===== src/rtl/bitser_logic_unit_if.sv =====
// Operand/result handshake bundle for the bit-serial logic unit.
// master drives operands and accepts results; slave is the logic unit itself.
interface bitser_logic_unit_if #(
  parameter int WIDTH = 8
);
  logic             in_valid;
  logic             in_ready;
  logic [2:0]       op;
  logic [WIDTH-1:0] a;
  logic [WIDTH-1:0] b;
  logic             out_valid;
  logic             out_ready;
  logic [WIDTH-1:0] y;
  logic             zero;
  logic             err;

  modport master (
    output in_valid, op, a, b, out_ready,
    input  in_ready, out_valid, y, zero, err
  );

  modport slave (
    input  in_valid, op, a, b, out_ready,
    output in_ready, out_valid, y, zero, err
  );
endinterface


===== src/rtl/bitser_logic_unit.sv =====
// Bit-serial logic unit: one shared 1-bit slice evaluates the opcode LSB first
// over WIDTH cycles, then holds a registered result until the consumer takes it.
module bitser_logic_unit #(
  parameter int WIDTH = 8
) (
  input  logic                 clk,
  input  logic                 rst_n,
  bitser_logic_unit_if.slave   bus
);

  localparam int CNT_W = $clog2(WIDTH);
  localparam logic [CNT_W-1:0] CNT_LAST = CNT_W'(WIDTH - 1);

  typedef enum logic [1:0] {
    IDLE = 2'd0,
    CALC = 2'd1,
    HOLD = 2'd2
  } state_t;

  state_t           state_q, state_d;
  logic [WIDTH-1:0] a_sh_q, a_sh_d;
  logic [WIDTH-1:0] b_sh_q, b_sh_d;
  logic [2:0]       op_q, op_d;
  logic [WIDTH-1:0] acc_q, acc_d;
  logic [CNT_W-1:0] cnt_q, cnt_d;
  logic [WIDTH-1:0] y_q, y_d;
  logic             zero_q, zero_d;
  logic             err_q, err_d;
  logic             calc_bit;

  // The shared 1-bit slice; the illegal opcode yields 0 so its result reads as zero.
  function automatic logic logic_bit(input logic [2:0] opc, input logic ai, input logic bi);
    logic r;
    case (opc)
      3'b000:  r = ai & bi;
      3'b001:  r = ai | bi;
      3'b010:  r = ai ^ bi;
      3'b011:  r = ~(ai & bi);
      3'b100:  r = ~(ai | bi);
      3'b101:  r = ~(ai ^ bi);
      3'b110:  r = ~ai;
      default: r = 1'b0;
    endcase
    return r;
  endfunction

  // Next-state, datapath shift and result commit.
  always_comb begin
    state_d  = state_q;
    a_sh_d   = a_sh_q;
    b_sh_d   = b_sh_q;
    op_d     = op_q;
    acc_d    = acc_q;
    cnt_d    = cnt_q;
    y_d      = y_q;
    zero_d   = zero_q;
    err_d    = err_q;
    calc_bit = logic_bit(op_q, a_sh_q[0], b_sh_q[0]);

    case (state_q)
      IDLE: begin
        if (bus.in_valid) begin
          a_sh_d  = bus.a;
          b_sh_d  = bus.b;
          op_d    = bus.op;
          acc_d   = '0;
          cnt_d   = '0;
          state_d = CALC;
        end else begin
          state_d = IDLE;
        end
      end
      CALC: begin
        // Result bits enter at the MSB so bit 0 lands in place after WIDTH shifts.
        acc_d  = {calc_bit, acc_q[WIDTH-1:1]};
        a_sh_d = {1'b0, a_sh_q[WIDTH-1:1]};
        b_sh_d = {1'b0, b_sh_q[WIDTH-1:1]};
        if (cnt_q == CNT_LAST) begin
          y_d     = acc_d;
          zero_d  = (acc_d == '0);
          err_d   = (op_q == 3'b111);
          state_d = HOLD;
        end else begin
          cnt_d   = cnt_q + CNT_W'(1);
          state_d = CALC;
        end
      end
      HOLD: begin
        if (bus.out_ready) begin
          state_d = IDLE;
        end else begin
          state_d = HOLD;
        end
      end
      default: state_d = IDLE;
    endcase
  end

  // State and datapath registers.
  always_ff @(posedge clk or negedge rst_n) begin
    if (!rst_n) begin
      state_q <= IDLE;
      a_sh_q  <= '0;
      b_sh_q  <= '0;
      op_q    <= 3'b000;
      acc_q   <= '0;
      cnt_q   <= '0;
      y_q     <= '0;
      zero_q  <= 1'b0;
      err_q   <= 1'b0;
    end else begin
      state_q <= state_d;
      a_sh_q  <= a_sh_d;
      b_sh_q  <= b_sh_d;
      op_q    <= op_d;
      acc_q   <= acc_d;
      cnt_q   <= cnt_d;
      y_q     <= y_d;
      zero_q  <= zero_d;
      err_q   <= err_d;
    end
  end

  // Handshake strobes come from the state register only.
  assign bus.in_ready  = (state_q == IDLE);
  assign bus.out_valid = (state_q == HOLD);
  assign bus.y         = y_q;
  assign bus.zero      = zero_q;
  assign bus.err       = err_q;

endmodule

===== src/flat_wrapper.sv =====
// flat-port wrapper written by rule: the top's interface ports become plain ports
module bitser_logic_unit_flat 
#(
  parameter int WIDTH = 8
)
  (clk, rst_n, bus_in_valid, bus_op, bus_a, bus_b, bus_out_ready, bus_in_ready, bus_out_valid, bus_y, bus_zero, bus_err);
  bitser_logic_unit_if #(.WIDTH(WIDTH)) bus_i ();
  input  logic clk;
  input  logic rst_n;
  input wire logic [$bits(bus_i.in_valid)-1:0] bus_in_valid;
  input wire logic [$bits(bus_i.op)-1:0] bus_op;
  input wire logic [$bits(bus_i.a)-1:0] bus_a;
  input wire logic [$bits(bus_i.b)-1:0] bus_b;
  input wire logic [$bits(bus_i.out_ready)-1:0] bus_out_ready;
  output wire logic [$bits(bus_i.in_ready)-1:0] bus_in_ready;
  output wire logic [$bits(bus_i.out_valid)-1:0] bus_out_valid;
  output wire logic [$bits(bus_i.y)-1:0] bus_y;
  output wire logic [$bits(bus_i.zero)-1:0] bus_zero;
  output wire logic [$bits(bus_i.err)-1:0] bus_err;
  assign bus_i.in_valid = bus_in_valid;
  assign bus_i.op = bus_op;
  assign bus_i.a = bus_a;
  assign bus_i.b = bus_b;
  assign bus_i.out_ready = bus_out_ready;
  assign bus_in_ready = bus_i.in_ready;
  assign bus_out_valid = bus_i.out_valid;
  assign bus_y = bus_i.y;
  assign bus_zero = bus_i.zero;
  assign bus_err = bus_i.err;
  bitser_logic_unit #(.WIDTH(WIDTH)) u_core (.clk(clk), .rst_n(rst_n), .bus(bus_i));
endmodule

===== config.mk =====
export PLATFORM = sky130hd
export DESIGN_NAME = bitser_logic_unit_flat
export DESIGN_NICKNAME = d
export VERILOG_FILES = /design/src/rtl/bitser_logic_unit_if.sv /design/src/rtl/bitser_logic_unit.sv /design/src/flat_wrapper.sv
export SDC_FILE = /design/constraint.sdc
export NUM_CORES = 1
export LEC_CHECK = 0
export ABC_AREA = 1
export BUFFER_PORTS_ARGS = -buffer_cell sky130_fd_sc_hd__buf_2
export CAP_MARGIN = 20
export CELL_PAD_IN_SITES_DETAIL_PLACEMENT = 0
export CELL_PAD_IN_SITES_GLOBAL_PLACEMENT = 1
export CORE_MARGIN = 10
export CORE_UTILIZATION = 28
export CTS_BUF_LIST = sky130_fd_sc_hd__clkbuf_4 sky130_fd_sc_hd__clkbuf_8
export CTS_CLUSTER_DIAMETER = 100
export DETAILED_ROUTE_END_ITERATION = 8
export HOLD_SLACK_MARGIN = 0.08
export PLACE_DENSITY_LB_ADDON = 0.1
export SLEW_MARGIN = 20
export SYNTH_ARGS = -nofsm -noshare
export SYNTH_HDL_FRONTEND = slang
export SYNTH_SLANG_ARGS = --single-unit

===== constraint.sdc =====
create_clock -name clk -period 3.8 [get_ports clk]
set_clock_uncertainty 0.2 [all_clocks]
set_input_delay 0.38 -clock clk [delete_from_list [all_inputs] [get_ports clk]]
set_output_delay 0.38 -clock clk [all_outputs]
set_load 0.01 [all_outputs]

# After elaboration in Yosys (flattened, before gate mapping)
# Cells that the tools add are included.
dict set report op_classes {
  eq_ne 12
  n_mux 14
  n_reduce_logical 8
  bitwise_logic 7
  addsub 1
}
# cell count
set op_table {}
lappend op_table {{case mux 8 bit (2 select lines)} 3}
lappend op_table {{two-way mux 8 bit} 3}
lappend op_table {{== test 3 bit (second input constant)} 5}
lappend op_table {{logical NOT 8 bit} 1}
lappend op_table {{case mux 1 bit (7 select lines)} 1}
lappend op_table {{== test 3 x 2 -> 1 bit (second input constant)} 2}
lappend op_table {{two-way mux 3 bit} 2}
lappend op_table {{case mux 2 bit (3 select lines)} 1}
lappend op_table {{case mux 3 bit (2 select lines)} 1}
lappend op_table {{AND reduction 2 bit} 3}
lappend op_table {{two-way mux 2 bit} 2}
lappend op_table {{!= test 2 bit (second input constant)} 2}
lappend op_table {{NOT 1 bit} 4}
lappend op_table {{adder 3 x 1 -> 3 bit (second input constant)} 1}
lappend op_table {{== test 3 x 1 -> 1 bit (second input constant)} 1}
lappend op_table {{logical NOT 3 bit} 1}
lappend op_table {{AND reduction 3 bit} 1}
lappend op_table {{== test 2 x 1 -> 1 bit (second input constant)} 1}
lappend op_table {{== test 2 bit (second input constant)} 1}
lappend op_table {{logical NOT 2 bit} 1}
lappend op_table {{nonzero test 2 bit} 1}
lappend op_table {{AND 1 bit} 1}
lappend op_table {{two-way mux 1 bit} 1}
lappend op_table {{bitwise OR 1 bit} 1}
lappend op_table {{XOR 1 bit} 1}
dict set report totals {
  register_bits 42
  word_cells 51
  output_inout_bits 12
  in_bits 23
}

# Logic depth before layout (Yosys ltp)
dict set report depth {
  word_depth 4
  depth_mapped 9
  depth_no_buf 9
}

# Least setup slack after synthesis
# Ideal clock, no wire load.
dict set report synth_timing {
  kind {reg-to-reg}
  from {reg u_core.cnt_q[0]}
  to {reg u_core.state_q[1]}
  n_path_buf 1
  setup_ns 0.132
  path_slack_ns 2.241
  stages_incl_launch_ff 8
  t_arrival_ns 1.228
  cell_sequence {dfrtp_1 ha_1 ha_1 inv_1 nor2_4 inv_2 buf_6 o31ai_1}
}
dict set report synth_via {
  elab_chain_cells 3
}
# item line_no
set synth_lines {}
lappend synth_lines {{start, declared} bitser_logic_unit.sv:25} ;# logic [CNT_W-1:0] cnt_q, cnt_d;
lappend synth_lines {{start signal, assigned} bitser_logic_unit.sv:117} ;# cnt_q <= cnt_d;
lappend synth_lines {{== test 3 bit} bitser_logic_unit.sv:78} ;# if (cnt_q == CNT_LAST) begin
lappend synth_lines {{two-way mux 2 bit} bitser_logic_unit.sv:78}
lappend synth_lines {{case mux 2 bit (3 select lines)} bitser_logic_unit.sv:60} ;# case (state_q)
lappend synth_lines {{named net u_core.state_d[1]} bitser_logic_unit.sv:20} ;# state_t state_q, state_d;
lappend synth_lines {{end signal, assigned} bitser_logic_unit.sv:112} ;# state_q <= state_d;
lappend synth_lines {{end, declared} bitser_logic_unit.sv:20}
# The timed path passes the listed nets, and every way through them passes these cells.
# A chain may end at the register's enable or synchronous reset.

# Worst setup path after layout
dict set report layout_timing {
  from {reg u_core.state_q[0]}
  to {reg u_core.cnt_q[0]}
}
dict set report layout_via {
  elab_chain_cells 3
}
# item line_no
set layout_lines {}
lappend layout_lines {{== test 2 x 1 -> 1 bit or logical NOT 2 bit (tied branches)} bitser_logic_unit.sv:60}
lappend layout_lines {{!= test 2 bit (no line) or nonzero test 2 bit (tied branches)} n/a}
lappend layout_lines {{AND reduction 3 bit (no line)} n/a}
# Parallel ways exist; a longest one is shown, timed or not.

==> metrics.yaml <==
max_slew_margin_pct: 35.0
worstPathRequired_ps: 3770
yosysWarnings: 0
timing.setup.tns_ps: 0
startpoint: "u_core.state_q[0]$_DFF_PN0_"
coreArea_sq_um: 6760
total_power_mw: 1.93
ff2ff_setup_slack_ps: 2050
finalCritPeriodShare_pct: 46.1
vias: 1473
ys_ff_latch: 41
die_h_um: 103
whs_ps: 45.2
crit_path_end_kind: "register"
synth_cells: 212
fp.dieW_um: 103
cts.path.max_buffers: 2
viasPerCell: 4.49
place.gp.congestion: 0.815
area_growth_pct: 17.3
path_clk_slew_ps: 80
detail_route.wirelength_um: 4550
final-seq-area_sq_um: 1030
drive_above_1_share_pct: 24.6
timing.fmax_mhz: 571
numClockSinks: 41
ios: 35
timing.rr.end: "u_core.cnt_q[0]$_DFFE_PN0P_"
outcome: "completed"
path_delay_family: "simple AND/OR/NAND/NOR gates"
drc: 0
cap_violations: 0
clkLatencyLatePin_ps: 300
ant_nets: 0
grt_max_degree: 42
fillers: 719
cpMostUsedCell: "nand2_1"
cts_made_buffers: 5
critPathKind: "reg2reg"
die_area_sq_um: 10600
cts-root-buf: "clkbuf_8"
dr_wl_met3_um: 196
start_util_pct: 28.6
hold_path.class: "in2async"
cts-resized-gates: 0
maxSlewViolCount: 0
cp-start-kind: "register"
seq_area_frac_synth_pct: 53.0
synth.avg_cell_area_sq_um: 9.13
hold_buffers: 1
grt_pass1_wl_um: 7430
grt_pass1_vias: 1498
antenna_cells: 0
grt_setup_unrepaired: "no"
tritoncts: "done"
p_leak_nw: 1.16
dr.pass1.iters: 4
cts_max_level: 2
critPathArrivalTime_ps: 1720
netlist_area_sq_um: 1940
met1Wirelength_um: 2220
worst-r2r-cell-count: 7
rows: 30
overflow: 0
top_layer: "met4"
synth_fp_nets: 239
crit_fanout: 12
vdd_drop_max_v: 0.000208
slowest_stage: "dfrtp_1"
finalSetupViolCount: 0
nNetsFinal: 274
fin_cells: 328
tightest_slew_ps: 976
pwr_density_cell_nw_per_um2: 848
multi_input_area_sq_um: 748
grt_antenna_before_repair: 0
cp_cell_sequence: "inv_1 -> nor2_2 -> nand2_1 -> nand2_1 -> inv_1 -> nand2_1 -> o21ai_0"
placedCellCount: 319
dp.final_hpwl_um: 3200
cpPeakStageDelay_ps: 480
finalCriticalPeriod_ps: 1750
portBuffers: 34
r2r_start: "u_core.state_q[0]$_DFF_PN0_"
drt-initial-drc-count: 48
path_buf_inv: 2
grt_usage_pct: 9.02
finalHoldViolations: 0
synth_cell_types: 25
wl_met2_um: 2080
wire_per_inst_um: 13.9
post_cts_buffers: 0
[cell usage after synthesis, drive strengths merged]
cell type	instances	share of area (%)
o22ai	6	1.9
inv	25	5.0
nor2	21	5.0
buf	7	3.4
o21a	1	0.39
o21ai	13	4.5
mux2	1	0.58
o31ai	2	0.78
a21oi	2	0.52
a211oi	8	4.1
nand3	9	2.3
ha	4	2.6
nand4	2	0.65
nor3	8	2.1
dfrtp	41	53
nand2	62	13
[area by class of cell]
cell class	count	area share, %
multi-input combinational	139	32.9
clock inverter	2	1.65
tap	80	4.41
timing repair buffer	35	7.93
clock buffer	6	3.64
sequential	41	45.2
inverter	25	4.24
[flip-flops by register name, summed over array words and instances (netlist names)]
register and cells:
u_core.a_sh_q 8, u_core.acc_q 7, u_core.b_sh_q 8, u_core.bus.err 1
u_core.bus.y 8, u_core.bus.zero 1, u_core.cnt_q 3, u_core.op_q 3
u_core.state_q 2
[report_power, final]
group	total, mW	internal [mW]	switching, mW	leakage [nW]
registers	0.732	0.630	0.103	0.515
logic	0.822	0.292	0.530	0.583
clock network	0.372	0.214	0.159	0.0574
total	1.93	1.13	0.792	1.16
[worst register-to-register path: cells and delay by family, from the launching register on]
family	cells	cell delay (ps)
buf+inv	2	160
compound gates	1	70
flops	1	480
simple gates	4	730
[kinds of logic after synthesis]
logic type                 share of synthesized area (%)
muxes                                              0.582
and+or+nand+nor                                     23.2
AOI/OAI and AO/OA                                   12.3
adders and majority gates                           2.59
buffers and inverters                               8.34
DFF                                                 53.0
[worst max path at each step]
stage / cells after the start / endpoint
global route: 7 / u_core.cnt_q[0]$_DFFE_PN0P_
detailed placement: 7 / u_core.cnt_q[0]$_DFFE_PN0P_
floorplan: 7 / u_core.state_q[1]$_DFF_PN0_
finish: 7 / u_core.cnt_q[0]$_DFFE_PN0P_
CTS: 7 / u_core.cnt_q[0]$_DFFE_PN0P_
global placement: 6 / u_core.state_q[1]$_DFF_PN0_
[layout by cell type, fill, tap and decap left out, types with 3 or more instances in the layout]
master | netlist | layout
o22ai_1 | 6 | 6
dfrtp_1 | 41 | 41
nand2_1 | 59 | 59
inv_1 | 23 | 23
buf_2 | 1 | 34
nand3_1 | 9 | 9
clkbuf_8 | 0 | 6
nor3_1 | 8 | 8
ha_1 | 4 | 4
o21ai_2 | 6 | 6
a211oi_1 | 4 | 4
nor2_1 | 18 | 18
nand2_4 | 3 | 3
o21ai_0 | 7 | 7
a211oi_2 | 4 | 4
[through the flow]
| step | setup WS (ps) | utilization (%) | area, sq um |
|---|---|---|---|
| after global placement | 2010 | 31.7 | 2140 |
| after detailed placement | 2020 | 31.7 | 2140 |
| after global routing | 1860 | 33.6 | 2270 |
| final | 2050 | 33.6 | 2270 |
| after CTS | 2000 | 33.6 | 2270 |
| after floorplan | 2240 | - | 1940 |
[routing by layer]
| metal | vias up | GRT usage, % |
|---|---|---|
| met5 | - | 0 |
| met4 | 0 | 2.57 |
| met3 | 5 | 2.82 |
| met2 | 25 | 13.7 |
| met1 | 687 | 12.0 |
| li1 | 756 | - |
No activity file was read; power rests on OpenSTA's default activity.
